==> src/rtl/lod_norm_pipe_if.sv <==
// Stream interface for the leading-one detector / normaliser.
// The master side supplies operands and accepts results; the slave side is the pipeline.
interface lod_norm_pipe_if #(
    parameter int WIDTH = 24,
    parameter int OUT_W = 5,
    parameter int TAG_W = 10
);
    logic             in_valid;
    logic             in_ready;
    logic [WIDTH-1:0] in_data;
    logic [TAG_W-1:0] in_tag;
    logic             out_valid;
    logic             out_ready;
    logic [OUT_W-1:0] out_pos;
    logic [OUT_W-1:0] out_lzc;
    logic             out_zero;
    logic [WIDTH-1:0] out_norm;
    logic [TAG_W-1:0] out_tag;

    modport master (
        output in_valid, in_data, in_tag, out_ready,
        input  in_ready, out_valid, out_pos, out_lzc, out_zero, out_norm, out_tag
    );

    modport slave (
        input  in_valid, in_data, in_tag, out_ready,
        output in_ready, out_valid, out_pos, out_lzc, out_zero, out_norm, out_tag
    );
endinterface

==> src/rtl/lod_norm_pipe.sv <==
// Two-stage pipelined leading-one detector and left normaliser.
// Stage 1 finds the highest set bit (prefix-OR + one-hot encode), stage 2 shifts
// the operand left by the leading-zero count. Full valid/ready backpressure.
module lod_norm_pipe #(
    parameter int WIDTH = 24,
    parameter int OUT_W = 5,
    parameter int TAG_W = 10
) (
    input  logic            clk,
    input  logic            rst_n,
    lod_norm_pipe_if.slave  bus
);

    // pipeline state
    logic             s1_valid_q, s1_valid_d;
    logic             s2_valid_q, s2_valid_d;
    logic [WIDTH-1:0] s1_data_q;
    logic [TAG_W-1:0] s1_tag_q;
    logic [OUT_W-1:0] s1_pos_q;
    logic [OUT_W-1:0] s1_lzc_q;
    logic             s1_zero_q;
    logic [WIDTH-1:0] s2_norm_q;
    logic [TAG_W-1:0] s2_tag_q;
    logic [OUT_W-1:0] s2_pos_q;
    logic [OUT_W-1:0] s2_lzc_q;
    logic             s2_zero_q;

    // combinational helpers
    logic             s1_en_s;
    logic             s2_en_s;
    logic [WIDTH-1:0] pre_s;
    logic [WIDTH-1:0] oh_s;
    logic [OUT_W-1:0] pos_s;
    logic [OUT_W-1:0] lzc_s;
    logic             zero_s;
    logic [WIDTH-1:0] norm_s;

    // Advance enables: a stage moves when it is empty or its successor moves.
    always_comb begin
        s2_en_s    = !s2_valid_q || bus.out_ready;
        s1_en_s    = !s1_valid_q || s2_en_s;
        s2_valid_d = s2_en_s ? s1_valid_q : s2_valid_q;
        s1_valid_d = s1_en_s ? bus.in_valid : s1_valid_q;
    end

    // Leading-one detect: prefix-OR from the MSB down, isolate the top one, encode its index.
    always_comb begin
        pre_s = '0;
        pos_s = '0;
        pre_s[WIDTH-1] = bus.in_data[WIDTH-1];
        for (int i = WIDTH - 2; i >= 0; i--) begin
            pre_s[i] = pre_s[i+1] | bus.in_data[i];
        end
        oh_s = pre_s & ~(pre_s >> 1);
        for (int i = 0; i < WIDTH; i++) begin
            if (oh_s[i]) begin
                pos_s = pos_s | OUT_W'(i);
            end else begin
                pos_s = pos_s;
            end
        end
        zero_s = ~pre_s[0];
        lzc_s  = zero_s ? OUT_W'(WIDTH) : (OUT_W'(WIDTH - 1) - pos_s);
    end

    // Normalising shift on the stage-1 operand; a zero operand shifts to zero.
    always_comb begin
        norm_s = s1_data_q << s1_lzc_q;
    end

    // Valid bits for both stages; reset flushes anything in flight.
    always_ff @(posedge clk or negedge rst_n) begin
        if (!rst_n) begin
            s1_valid_q <= 1'b0;
            s2_valid_q <= 1'b0;
        end else begin
            s1_valid_q <= s1_valid_d;
            s2_valid_q <= s2_valid_d;
        end
    end

    // Stage 1 data: capture operand and detect results on acceptance, otherwise hold.
    always_ff @(posedge clk or negedge rst_n) begin
        if (!rst_n) begin
            s1_data_q <= '0;
            s1_tag_q  <= '0;
            s1_pos_q  <= '0;
            s1_lzc_q  <= '0;
            s1_zero_q <= 1'b0;
        end else if (s1_en_s && bus.in_valid) begin
            s1_data_q <= bus.in_data;
            s1_tag_q  <= bus.in_tag;
            s1_pos_q  <= pos_s;
            s1_lzc_q  <= lzc_s;
            s1_zero_q <= zero_s;
        end
    end

    // Stage 2 data: take the shifted operand when stage 1 advances a valid entry.
    always_ff @(posedge clk or negedge rst_n) begin
        if (!rst_n) begin
            s2_norm_q <= '0;
            s2_tag_q  <= '0;
            s2_pos_q  <= '0;
            s2_lzc_q  <= '0;
            s2_zero_q <= 1'b0;
        end else if (s2_en_s && s1_valid_q) begin
            s2_norm_q <= norm_s;
            s2_tag_q  <= s1_tag_q;
            s2_pos_q  <= s1_pos_q;
            s2_lzc_q  <= s1_lzc_q;
            s2_zero_q <= s1_zero_q;
        end
    end

    assign bus.in_ready  = s1_en_s;
    assign bus.out_valid = s2_valid_q;
    assign bus.out_pos   = s2_pos_q;
    assign bus.out_lzc   = s2_lzc_q;
    assign bus.out_zero  = s2_zero_q;
    assign bus.out_norm  = s2_norm_q;
    assign bus.out_tag   = s2_tag_q;

endmodule

==> src/flat_wrapper.sv <==
// flat-port wrapper written by rule: the top's interface ports become plain ports
module lod_norm_pipe_flat 
#(
    parameter int WIDTH = 24,
    parameter int OUT_W = 5,
    parameter int TAG_W = 10
)
  (clk, rst_n, bus_in_valid, bus_in_data, bus_in_tag, bus_out_ready, bus_in_ready, bus_out_valid, bus_out_pos, bus_out_lzc, bus_out_zero, bus_out_norm, bus_out_tag);
  lod_norm_pipe_if #(.WIDTH(WIDTH), .OUT_W(OUT_W), .TAG_W(TAG_W)) bus_i ();
  input  logic clk;
  input  logic rst_n;
  input wire logic [$bits(bus_i.in_valid)-1:0] bus_in_valid;
  input wire logic [$bits(bus_i.in_data)-1:0] bus_in_data;
  input wire logic [$bits(bus_i.in_tag)-1:0] bus_in_tag;
  input wire logic [$bits(bus_i.out_ready)-1:0] bus_out_ready;
  output wire logic [$bits(bus_i.in_ready)-1:0] bus_in_ready;
  output wire logic [$bits(bus_i.out_valid)-1:0] bus_out_valid;
  output wire logic [$bits(bus_i.out_pos)-1:0] bus_out_pos;
  output wire logic [$bits(bus_i.out_lzc)-1:0] bus_out_lzc;
  output wire logic [$bits(bus_i.out_zero)-1:0] bus_out_zero;
  output wire logic [$bits(bus_i.out_norm)-1:0] bus_out_norm;
  output wire logic [$bits(bus_i.out_tag)-1:0] bus_out_tag;
  assign bus_i.in_valid = bus_in_valid;
  assign bus_i.in_data = bus_in_data;
  assign bus_i.in_tag = bus_in_tag;
  assign bus_i.out_ready = bus_out_ready;
  assign bus_in_ready = bus_i.in_ready;
  assign bus_out_valid = bus_i.out_valid;
  assign bus_out_pos = bus_i.out_pos;
  assign bus_out_lzc = bus_i.out_lzc;
  assign bus_out_zero = bus_i.out_zero;
  assign bus_out_norm = bus_i.out_norm;
  assign bus_out_tag = bus_i.out_tag;
  lod_norm_pipe #(.WIDTH(WIDTH), .OUT_W(OUT_W), .TAG_W(TAG_W)) u_core (.clk(clk), .rst_n(rst_n), .bus(bus_i));
endmodule
==> config.mk <==
export PLATFORM = sky130hd
export DESIGN_NAME = lod_norm_pipe_flat
export DESIGN_NICKNAME = d
export VERILOG_FILES = /design/src/rtl/lod_norm_pipe_if.sv /design/src/rtl/lod_norm_pipe.sv /design/src/flat_wrapper.sv
export SDC_FILE = /design/constraint.sdc
export NUM_CORES = 1
export LEC_CHECK = 0
export ABC_AREA = 1
export CAP_MARGIN = 20
export CORE_MARGIN = 1
export CORE_UTILIZATION = 52
export CTS_CLUSTER_SIZE = 8
export DETAILED_ROUTE_END_ITERATION = 16
export PLACE_DENSITY = 0.82
export SLEW_MARGIN = 10
export SYNTH_ARGS = -nofsm -noshare
export SYNTH_HDL_FRONTEND = slang
export SYNTH_SLANG_ARGS = --single-unit
==> constraint.sdc <==
create_clock -name clk -period 4.2 [get_ports clk]
set_clock_uncertainty 0.2 [all_clocks]
set_input_delay 0.42 -clock clk [delete_from_list [all_inputs] [get_ports clk]]
set_output_delay 0.42 -clock clk [all_outputs]
set_load 0.1 [all_outputs]
==> results of run 1 <==
cells in the mapped netlist (all sizes together), types with 2 or more instances:
cell / count / area [um2]
nand2: 259 / 977
dfrtp: 92 / 2300
o21ai: 92 / 464
inv: 44 / 165
nor2: 39 / 196
nand3: 34 / 180
clkbuf: 18 / 87.6
buf: 13 / 80.1
o211ai: 11 / 82.6
a21oi: 7 / 38.8
nand4: 4 / 40.0
a22o: 3 / 26.3
or2: 3 / 18.8
a31oi: 2 / 12.5
and2: 2 / 12.5
o21a: 2 / 15.0
per-layer routing:
layer,up-vias,wire length [um],track usage (%)
met2,116,5050,38.3
li1,2151,-,-
met1,1980,5150,34.1
met3,14,491,4.60
met4,0,164,8.26
met5,-,0,0
per-stage QoR:
step / hold WS, ns / total power, mW / std cells / util (%) / area [um2]
floorplan: -0.0756 / 2.76 / 628 / - / 4720
finish: 0.286 / 3.86 / 809 / 65.8 / 5770
detailed placement: 0.263 / 3.26 / 792 / 63.4 / 5550
CTS: 0.288 / 3.87 / 809 / 65.8 / 5770
global placement: 0.257 / 3.23 / 792 / 63.4 / 5550
global route: 0.315 / 4.04 / 809 / 65.8 / 5770
area by class of cell:
class,instances,share of cell area [%]
Inverter,44,2.86
Multi-Input combinational cell,461,36.2
Timing Repair Buffer,88,15.1
Clock inverter,6,1.21
Clock buffer,10,2.39
Sequential cell,92,39.9
Tap cell,108,2.34
cells by family after synthesis:
group                  share of synthesized area (%)
AND/OR/NAND/NOR                                 30.2
AO/OA/AOI/OAI                                   13.9
flip-flops                                      48.7
buffers and inverters                           7.04
multiplexers                                   0.212
tightest hold or removal path: stages (launching register included):
cell	delay, ns
dfrtp_1	0.36
nand2_1	0.05
nand2_1	0.05
power breakdown:
part,switching [mW],leakage [nW],internal (mW)
combinational,1.55,1.48,0.461
clock,0.321,0.107,0.297
sequential,0.142,1.15,1.09
sequential cells by signal, summed over array words and instances (netlist names), 5 cells and up:
signal               cells
u_core.bus.out_tag      10
u_core.s1_data_q        24
u_core.bus.out_pos       5
u_core.s1_lzc_q          5
u_core.bus.out_lzc       5
u_core.bus.out_norm     24
u_core.s1_pos_q          5
u_core.s1_tag_q         10
how the worst min path moves through the flow:
stage	slack (ns)	depth (start not counted)	endpoint	from
after floorplan	-0.08	0	u_core.bus.out_lzc[0]	rst_n
after global placement	0.26	2	u_core.bus.out_pos[2]	u_core.s1_pos_q[2]
after detailed placement	0.26	2	u_core.bus.out_pos[2]	u_core.s1_pos_q[2]
after CTS	0.29	2	u_core.bus.out_pos[2]	u_core.s1_pos_q[2]
after global routing	0.31	2	u_core.bus.out_pos[4]	u_core.s1_pos_q[4]
final	0.29	2	u_core.bus.out_tag[9]	u_core.s1_tag_q[9]
repair_timing:
item	in CTS	in global routing
hold buffers	1	0
setup buffers	0	0
hold endpoints to repair	60	0
endpoints found under the setup margin	0	0
==> metrics.md, run 1 <==
| Metric | Value |
|---|---|
| Area growth syn-to-layout | 22.1% |
| Status | complete, no violations |
| RSZ-0062 raised after global routing | no |
| Layout cells sized above 1 | 5.85% |
| Slowest stage cell, crit path | clkdlybuf4s50_1 |
| Number of antenna diodes | 0 |
| Post-Syn Instances | 628 |
| Synth unique cells | 33 |
| Kind of critical path | in2out |
| Initial antenna violation count | 0 |
| Reg area | 2300 um2 |
| # nets final | 734 |
| DR iter-0 viols | 283 |
| Critical Path End | bus_in_ready |
| Startpoint Class | input port |
| Worst-path fanout max | 3 |
| CP bufs+invs | 3 |
| Vias in the first global route | 3,921 |
| # resized after CTS | 0 |
| Seq/Total Area, Yosys | ~50% |
| Largest net degree at the start of global routing | 62 |
| Grt ovf | 0 |
| Minimum clock period | between 2 and 3 ns |
| Most used cell along the critical path | clkdlybuf4s50_1 |
| R2R Setup Slk | about 1.5 ns |
| First drt pass iteration count | 5 |
| CTS H-tree lvls | 3 |
| Pre-CTS WS | 1.42 ns |
| Worst setup EP type | output pin |
| Initial Utilization | 53.9% |
| Setup-failing EPs final | 0 |
| Async S/R FF share, synth | 100% |
| CTS sink count | a little over 90 |
| Peak VDD IR | 0.332 mV |
| Clock Tree Root | clkbuf_8 |
| Most common cell after layout, fill and taps aside | nand2_1 |
| CP top delay family | buffers and inverters |
| Multi-input logic area | ~2100 um2 |
| Power Density | 669 nW/um2 |
| Crit path cell chain | clkdlybuf4s50_1 > inv_1 > nand3_1 > clkdlybuf4s50_1 |
| Final worst slack | 1.42 ns |
| Main synth FF type | dfrtp_1 |
| Leak | 2.73 nW |
| Port bufs | 84 |
| First-pass GRT wire length | roughly 19,000 um |
| Max clock buf depth | 2 |
| Ys Warns | 0 |
| Final Wtd Congestion | 0.974 |
| Reg2reg start | u_core.s1_lzc_q[0] |
| Crit path DAT | 2.16 ns |
| Syn Nets | approximately 670 |
| Actual slew at the worst max-slew pin | 1.01 ns |
| Global Route Usage Sum | 24.4% |
| DRC viols | 0 |
| Mapped Area | 4720 um2 |
| Wire per inst | 13.4 um |
| Die X | 97.3 um |
| Hold Vio Cnt, Final | 0 |
| Vias | 4,261 |
| Most frequent cells in the layout | nand2_1, dfrtp_1, clkdlybuf4s50_1 |
| Total Wirelength | 10,900 um |
| CP peak stage delay | 1.15 ns |
| Worst setup startpoint | bus_out_ready |
| CTS buffer count | 9 |
| IO Pins | 85 |
| CTS tree | yes |
| R2R cell count | 9 |
| Row count | 34 |
| Post-route ant nets | 0 |
| Post-synth EDFFs | 0 |
| Detail Placement HPWL | about 8000 um |
| Worst-skew pair later-pin latency | 0.37 ns |
| Setup TNS | 0 ns |
| Worst-path clk slew | 0.10 ns |
| Die area | approximately 9500 um2 |
| Reg2Reg Capture Point | u_core.bus.out_norm[23] |
| Layout fillers | 753 |
| Final slew viol count | 0 |
| Core area | around 8800 um2 |
| Syn_area_per_cell | 7.52 um2 |
| Max Cap Viol | 0 |
| Worst EP required | 3.58 ns |
| Worst min path class | reg2reg |
| Synth Register Bits | slightly above 90 |
| Worst path depth | 4 |
| Final worst-path cycle share | 66.3% |
| Die H | 97.3 um |
| Highest Clock Rate | around 360 MHz |
| Relative slew slack | 32.4% |
| Vias per cell | between 5 and 6 |
Power figures use the tool's default switching activity.
==> run 2, diff against run 1 <==
==> constraint.sdc (replaced) <==
create_clock -name clk -period 2.8 [get_ports clk]
set_clock_uncertainty 0.2 [all_clocks]
set_input_delay 0.28 -clock clk [delete_from_list [all_inputs] [get_ports clk]]
set_output_delay 0.28 -clock clk [all_outputs]
set_load 0.1 [all_outputs]
==> run 2 against run 1 <==
Critical path depth grew 2. Critical path type is now reg2reg. Critical endpoint is now u_core.bus.out_norm[22]. Power rose by 50%. Via count is 1.8% higher. Global-route usage up 0.39 points.
==> metrics.md, run 2 (same netlist as run 1, synthesis figures left out) <==
| Metric | Value |
|---|---|
| Grt ovf | 0 |
| Post-route ant nets | 0 |
| Most common cell after layout, fill and taps aside | nand2_1 |
| Setup Buffers After CTS | 0 |
| Worst EP required | 2.87 ns |
| CTS sink count | 92 |
| Setup TNS | 0 ns |
| CTS tree | yes |
| Power Density | 1010 nW/um2 |
| RSZ-0062 raised after global routing | no |
| Core area | 8760 um2 |
| Worst-path clk slew | 0.09 ns |
| Wire per inst | approximately 14 um |
| CTS buffer count | 9 |
| Vias | 4,336 |
| Vias in the first global route | 4,033 |
| Die area | around 9500 um2 |
| Highest Clock Rate | approximately 470 MHz |
| Number of antenna diodes | 0 |
| Minimum clock period | 2.13 ns |
| Actual slew at the worst max-slew pin | 0.617 ns |
| Layout fillers | between 700 and 800 |
| Max Cap Viol | 0 |
| CTS H-tree lvls | 3 |
| First drt pass iteration count | 6 |
| Relative slew slack | 58.8% |
| Hold Vio Cnt, Final | 0 |
| Initial Utilization | 53.9% |
| Layout cells sized above 1 | 13.2% |
| Final instance area | 5720 um2 |
| DRC viols | 0 |
| Worst min path class | in2async |
| Total Wirelength | 11,200 um |
| Clock Tree Root | clkbuf_8 |
| Vias per cell | 5.33 |
| IO Pins | 85 |
| Final Wtd Congestion | 0.933 |
| Placed inst area | roughly 5500 um2 |
| Peak VDD IR | slightly below 0.6 mV |
| Final worst-path cycle share | 76.1% |
| Port bufs | between 80 and 90 |
| Tot Pwr | just under 6 mW |
| DR iter-0 viols | between 200 and 250 |
| Global Route Usage Sum | 24.7% |
| Startpoint Class | flop |
| # nets final | between 700 and 800 |
| Kind of critical path | reg2reg |
| Row count | 34 |
| Area growth syn-to-layout | 21.1% |
| Max clock buf depth | 2 |
| Most frequent cells in the layout | nand2_1, dfrtp_1, o21ai_0 |
| Crit path DAT | 2.20 ns |
| Detail Placement HPWL | 8210 um |
| Status | complete, no violations |
| First-pass GRT wire length | around 19,000 um |
| Leak | 2.82 nW |
| Die X | 97.3 um |
| Worst setup EP type | flop |
| Worst-path fanout max | 24 |
| Final slew viol count | 0 |
| Die H | between 90 and 100 um |
| Setup-failing EPs final | 0 |
| Largest net degree at the start of global routing | 50 |
| Initial antenna violation count | 0 |
| Worst-skew pair later-pin latency | ~0.38 ns |
## run 2: per-layer routing
layer | share of wire [%] | wire length (um) | vias to the layer above | track usage [%]
li1 | - | - | 2153 | -
met4 | 2.9 | 329 | 0 | 11.2
met1 | 47 | 5200 | 2009 | 33.1
met5 | 0 | 0 | - | 0
met2 | 45 | 5010 | 148 | 39.1
met3 | 5.7 | 642 | 26 | 4.96
## run 2: critical path, stage by stage, from the launching register on
cell and delay (ns):
dfrtp_1 0.39, inv_1 0.45, o21ai_0 0.24, o21ai_0 0.46
o21ai_0 0.14, nand2_1 0.09, nand2_1 0.05
## run 2: power by group
part / switching [mW] / internal [mW] / total (mW)
Combinational: 2.35 / 0.622 / 2.98
Clock: 0.477 / 0.490 / 0.967
Sequential: 0.211 / 1.64 / 1.85
Total: 3.04 / 2.75 / 5.79
## run 2: what timing repair did
item,in CTS,in global routing
endpoints found under the hold margin,44,0
hold buffers,1,0
resized for setup,0,0
## run 2: stage by stage
| stage | setup WS (ns) | hold WS (ns) | utilization, % | std cells |
|---|---|---|---|---|
| after floorplan | 0.278 | -0.216 | - | 628 |
| after global placement | 0.645 | 0.105 | 62.6 | 796 |
| after detailed placement | 0.553 | 0.114 | 62.6 | 796 |
| after CTS | 0.696 | 0.240 | 65.3 | 813 |
| after global routing | 0.456 | 0.247 | 65.3 | 813 |
| final | 0.669 | 0.233 | 65.3 | 813 |
## run 2: final cells by class
| class | count | area, um2 | area share (%) |
|---|---|---|---|
| multi-input cells | 461 | 2100 | 36.7 |
| repair buffers | 92 | 796 | 13.9 |
| well taps | 108 | 135 | 2.36 |
| clock buffers | 12 | 165 | 2.89 |
| clock inverters | 4 | 55.1 | 0.962 |
| flip-flops and latches | 92 | 2300 | 40.2 |
| inverters | 44 | 165 | 2.89 |
## run 2: path summary, 6_finish.rpt
path	startpoint	end	slack (ns)	depth (start not counted)
max reg2reg	u_core.s1_lzc_q[1]	u_core.bus.out_norm[22]	0.67	6
max in group asynchronous	rst_n	u_core.bus.out_norm[13]	1.52	3
min reg2reg	u_core.bus.out_pos[1]	u_core.bus.out_pos[1]	0.29	2
min in group clk	bus_in_tag[9]	u_core.s1_tag_q[9]	0.24	3
max	u_core.s1_lzc_q[1]	u_core.bus.out_norm[22]	0.67	6
min	rst_n	u_core.s1_pos_q[3]	0.23	2
==> run 3, diff against run 2 <==
==> constraint.sdc (replaced) <==
create_clock -name clk -period 2.25 [get_ports clk]
set_clock_uncertainty 0.2 [all_clocks]
set_input_delay 0.225 -clock clk [delete_from_list [all_inputs] [get_ports clk]]
set_output_delay 0.225 -clock clk [all_outputs]
set_load 0.1 [all_outputs]
==> run 3 against run 2 <==
Global-route usage is essentially flat. Maximum frequency grew 5.7%. Worst setup slack lost 0.44 ns. Die area is the same. Highest routed layer unchanged. Clock power grew 27%. First-iteration DRC count grew 23%. Core utilization grew 1.4 points. Non-clock buffer count grew 10. Register-to-register slack lost 0.44 ns. Critical endpoint is now u_core.bus.out_norm[18]. Sequential power grew 23%.
==> metrics.md, run 3 (same netlist as run 1, synthesis figures left out) <==
| Metric | Value |
|---|---|
| Status | complete, no violations |
| Minimum clock period | slightly above 2 ns |
| CP bufs+invs | 2 |
| Worst min path class | in2reg |
| Hold Crit Start | bus_in_tag[9] |
| Row count | 34 |
| Number of antenna diodes | 0 |
| Switching Share | about half |
| Switching power | 3.76 mW |
| Detail Placement HPWL | between 8000 and 9000 um |
| CTS tree | yes |
| Hold Vio Cnt, Final | 0 |
| Setup-failing EPs final | 0 |
| Global Route Usage Sum | 24.7% |
| CTS sink count | 92 |
| Peak VDD IR | 0.738 mV |
| Hold Crit Endpoint | u_core.s1_tag_q[9] |
| RSZ-0062 raised after global routing | no |
| Final Non-Filler Cells | between 800 and 900 |
| CTS H-tree lvls | 3 |
| Placed cell count | 806 |
| R2R Setup Slk | 0.23 ns |
| Final Wtd Congestion | between 0.8 and 0.9 |
| Register share of total power | about a third |
| Die H | around 97 um |
| P_int | roughly 3.5 mW |
| Power Density | roughly 1200 nW/um2 |
| Final worst-path cycle share | 89.6% |
| Tot Pwr | 7.28 mW |
| First drt pass iteration count | 5 |
| Combinational fraction of design power | around half |
| DR iter-0 viols | 281 |
| Grt ovf | 0 |
| Final instance area | slightly below 6000 um2 |
| Clock Tree Root | clkbuf_8 |
| Port bufs | 84 |
| Initial antenna violation count | 0 |
| Worst-path clk slew | 0.09 ns |
| Reg2Reg Capture Point | u_core.bus.out_norm[18] |
| Placed inst area | 5600 um2 |
| Worst setup EP type | flop |
| First-pass GRT wire length | ~19,000 um |
| # nets final | around 750 |
| Pre-CTS WS | ~0.11 ns |
| Crit path DAT | 2.12 ns |
| Die area | 9470 um2 |
| Worst EP required | 2.35 ns |
| CP peak stage delay | 0.41 ns |
| R2R cell count | 12 |
| Layout cells sized above 1 | ~14% |
| DRC viols | 0 |
| Slowest stage cell, crit path | dfrtp_1 |
| Leak | 2.88 nW |
| Setup Buffers After CTS | 0 |
| Largest net degree at the start of global routing | 93 |
| Final worst slack | roughly 0.23 ns |
| Max clock buf depth | 2 |
| Vias per cell | 5.35 |
| Crit path cell chain | inv_1 > buf_4 > nand2_1 > nand2_1 > nor2_1 > a31oi_1 > nand2_1 > o21ai_0 > nand2_1 > nand2_1 > nand2_1 > nand2_1 |
| CP top delay family | simple AND/OR/NAND/NOR gates |
| Worst-skew pair later-pin latency | 0.36 ns |
| Clock share of power | 16.9% |
| Final slew viol count | 0 |
| Most common cell after layout, fill and taps aside | nand2_1 |
| Max Cap Viol | 0 |
| Most frequent cells in the layout | nand2_1, dfrtp_1, o21ai_0 |
| Wire per inst | between 10 and 15 um |
| Hold buffers post-CTS | 1 |
| Most used cell along the critical path | nand2_1 |
| # resized after CTS | 0 |
| Setup TNS | 0 ns |
| Reg2reg start | u_core.s1_lzc_q[0] |
| Initial Utilization | between 50 and 60% |
| CTS buffer count | 9 |
| Total Wirelength | 11,200 um |
| Kind of critical path | reg2reg |
| Area growth syn-to-layout | 23.6% |
| Die X | 97.3 um |
| Core area | 8760 um2 |
| Vias in the first global route | around 4.1k |
| Hold Path Depth | 3 |
| Worst-path fanout max | 16 |
| Relative slew slack | 68.1% |
| Startpoint Class | flop |
| Post-route ant nets | 0 |
| Highest Clock Rate | 496 MHz |
| Actual slew at the worst max-slew pin | between 0.4 and 0.5 ns |
| Vias | 4,402 |
| IO Pins | 85 |
## run 3: worst max-delay path by stage
stage | from | to | slack, ns | depth (start not counted)
3_5_place_dp | bus_in_data[21] | u_core.s1_lzc_q[0] | 0.11 | 11
2_1_floorplan | u_core.bus.out_valid | u_core.s1_pos_q[0] | 0.1 | 6
5_1_grt | u_core.s1_lzc_q[0] | u_core.bus.out_norm[18] | 0.04 | 12
4_1_cts | u_core.s1_lzc_q[0] | u_core.bus.out_norm[18] | 0.22 | 12
6_report | u_core.s1_lzc_q[0] | u_core.bus.out_norm[18] | 0.23 | 12
3_3_place_gp | bus_in_data[21] | u_core.s1_lzc_q[0] | 0.19 | 11
## run 3: tightest hold or removal path, cell delays in order
cell             delay [ns]
clkdlybuf4s50_1        0.40
nand2_1                0.06
nand2_1                0.04
## run 3: power groups by stage
stage	clock (mW)	sequential [mW]	combinational [mW]
5_1_grt	1.31	2.33	3.97
3_3_place_gp	0	2.29	3.71
6_report	1.23	2.28	3.76
3_5_place_dp	0	2.31	3.75
4_1_cts	1.25	2.28	3.77
2_1_floorplan	0	4.27	0.896
## run 3: final cells by class
type,instances,area (um2)
sequential,92,2300
tap,108,135
clock buffer,11,141
fill,757,2920
multi-input combinational,461,2100
timing repair buffer,102,908
inverter,44,165
clock inverter,5,83.8
## run 3: through the flow
stage          util (%)  hold WS [ns]
2_1_floorplan         -        -0.271
3_3_place_gp       63.9         0.100
3_5_place_dp       63.9         0.106
4_1_cts            66.6         0.194
5_1_grt            66.6         0.225
6_report           66.6         0.198
## run 3: routing by layer
metal  GRT usage (%)  vias up  share of wire [%]
li1                -     2174                  -
met3            4.75       24                5.3
met5               0        -                  0
met2            39.0      152                 46
met4            9.84        0                2.5
met1            33.8     2052                 47
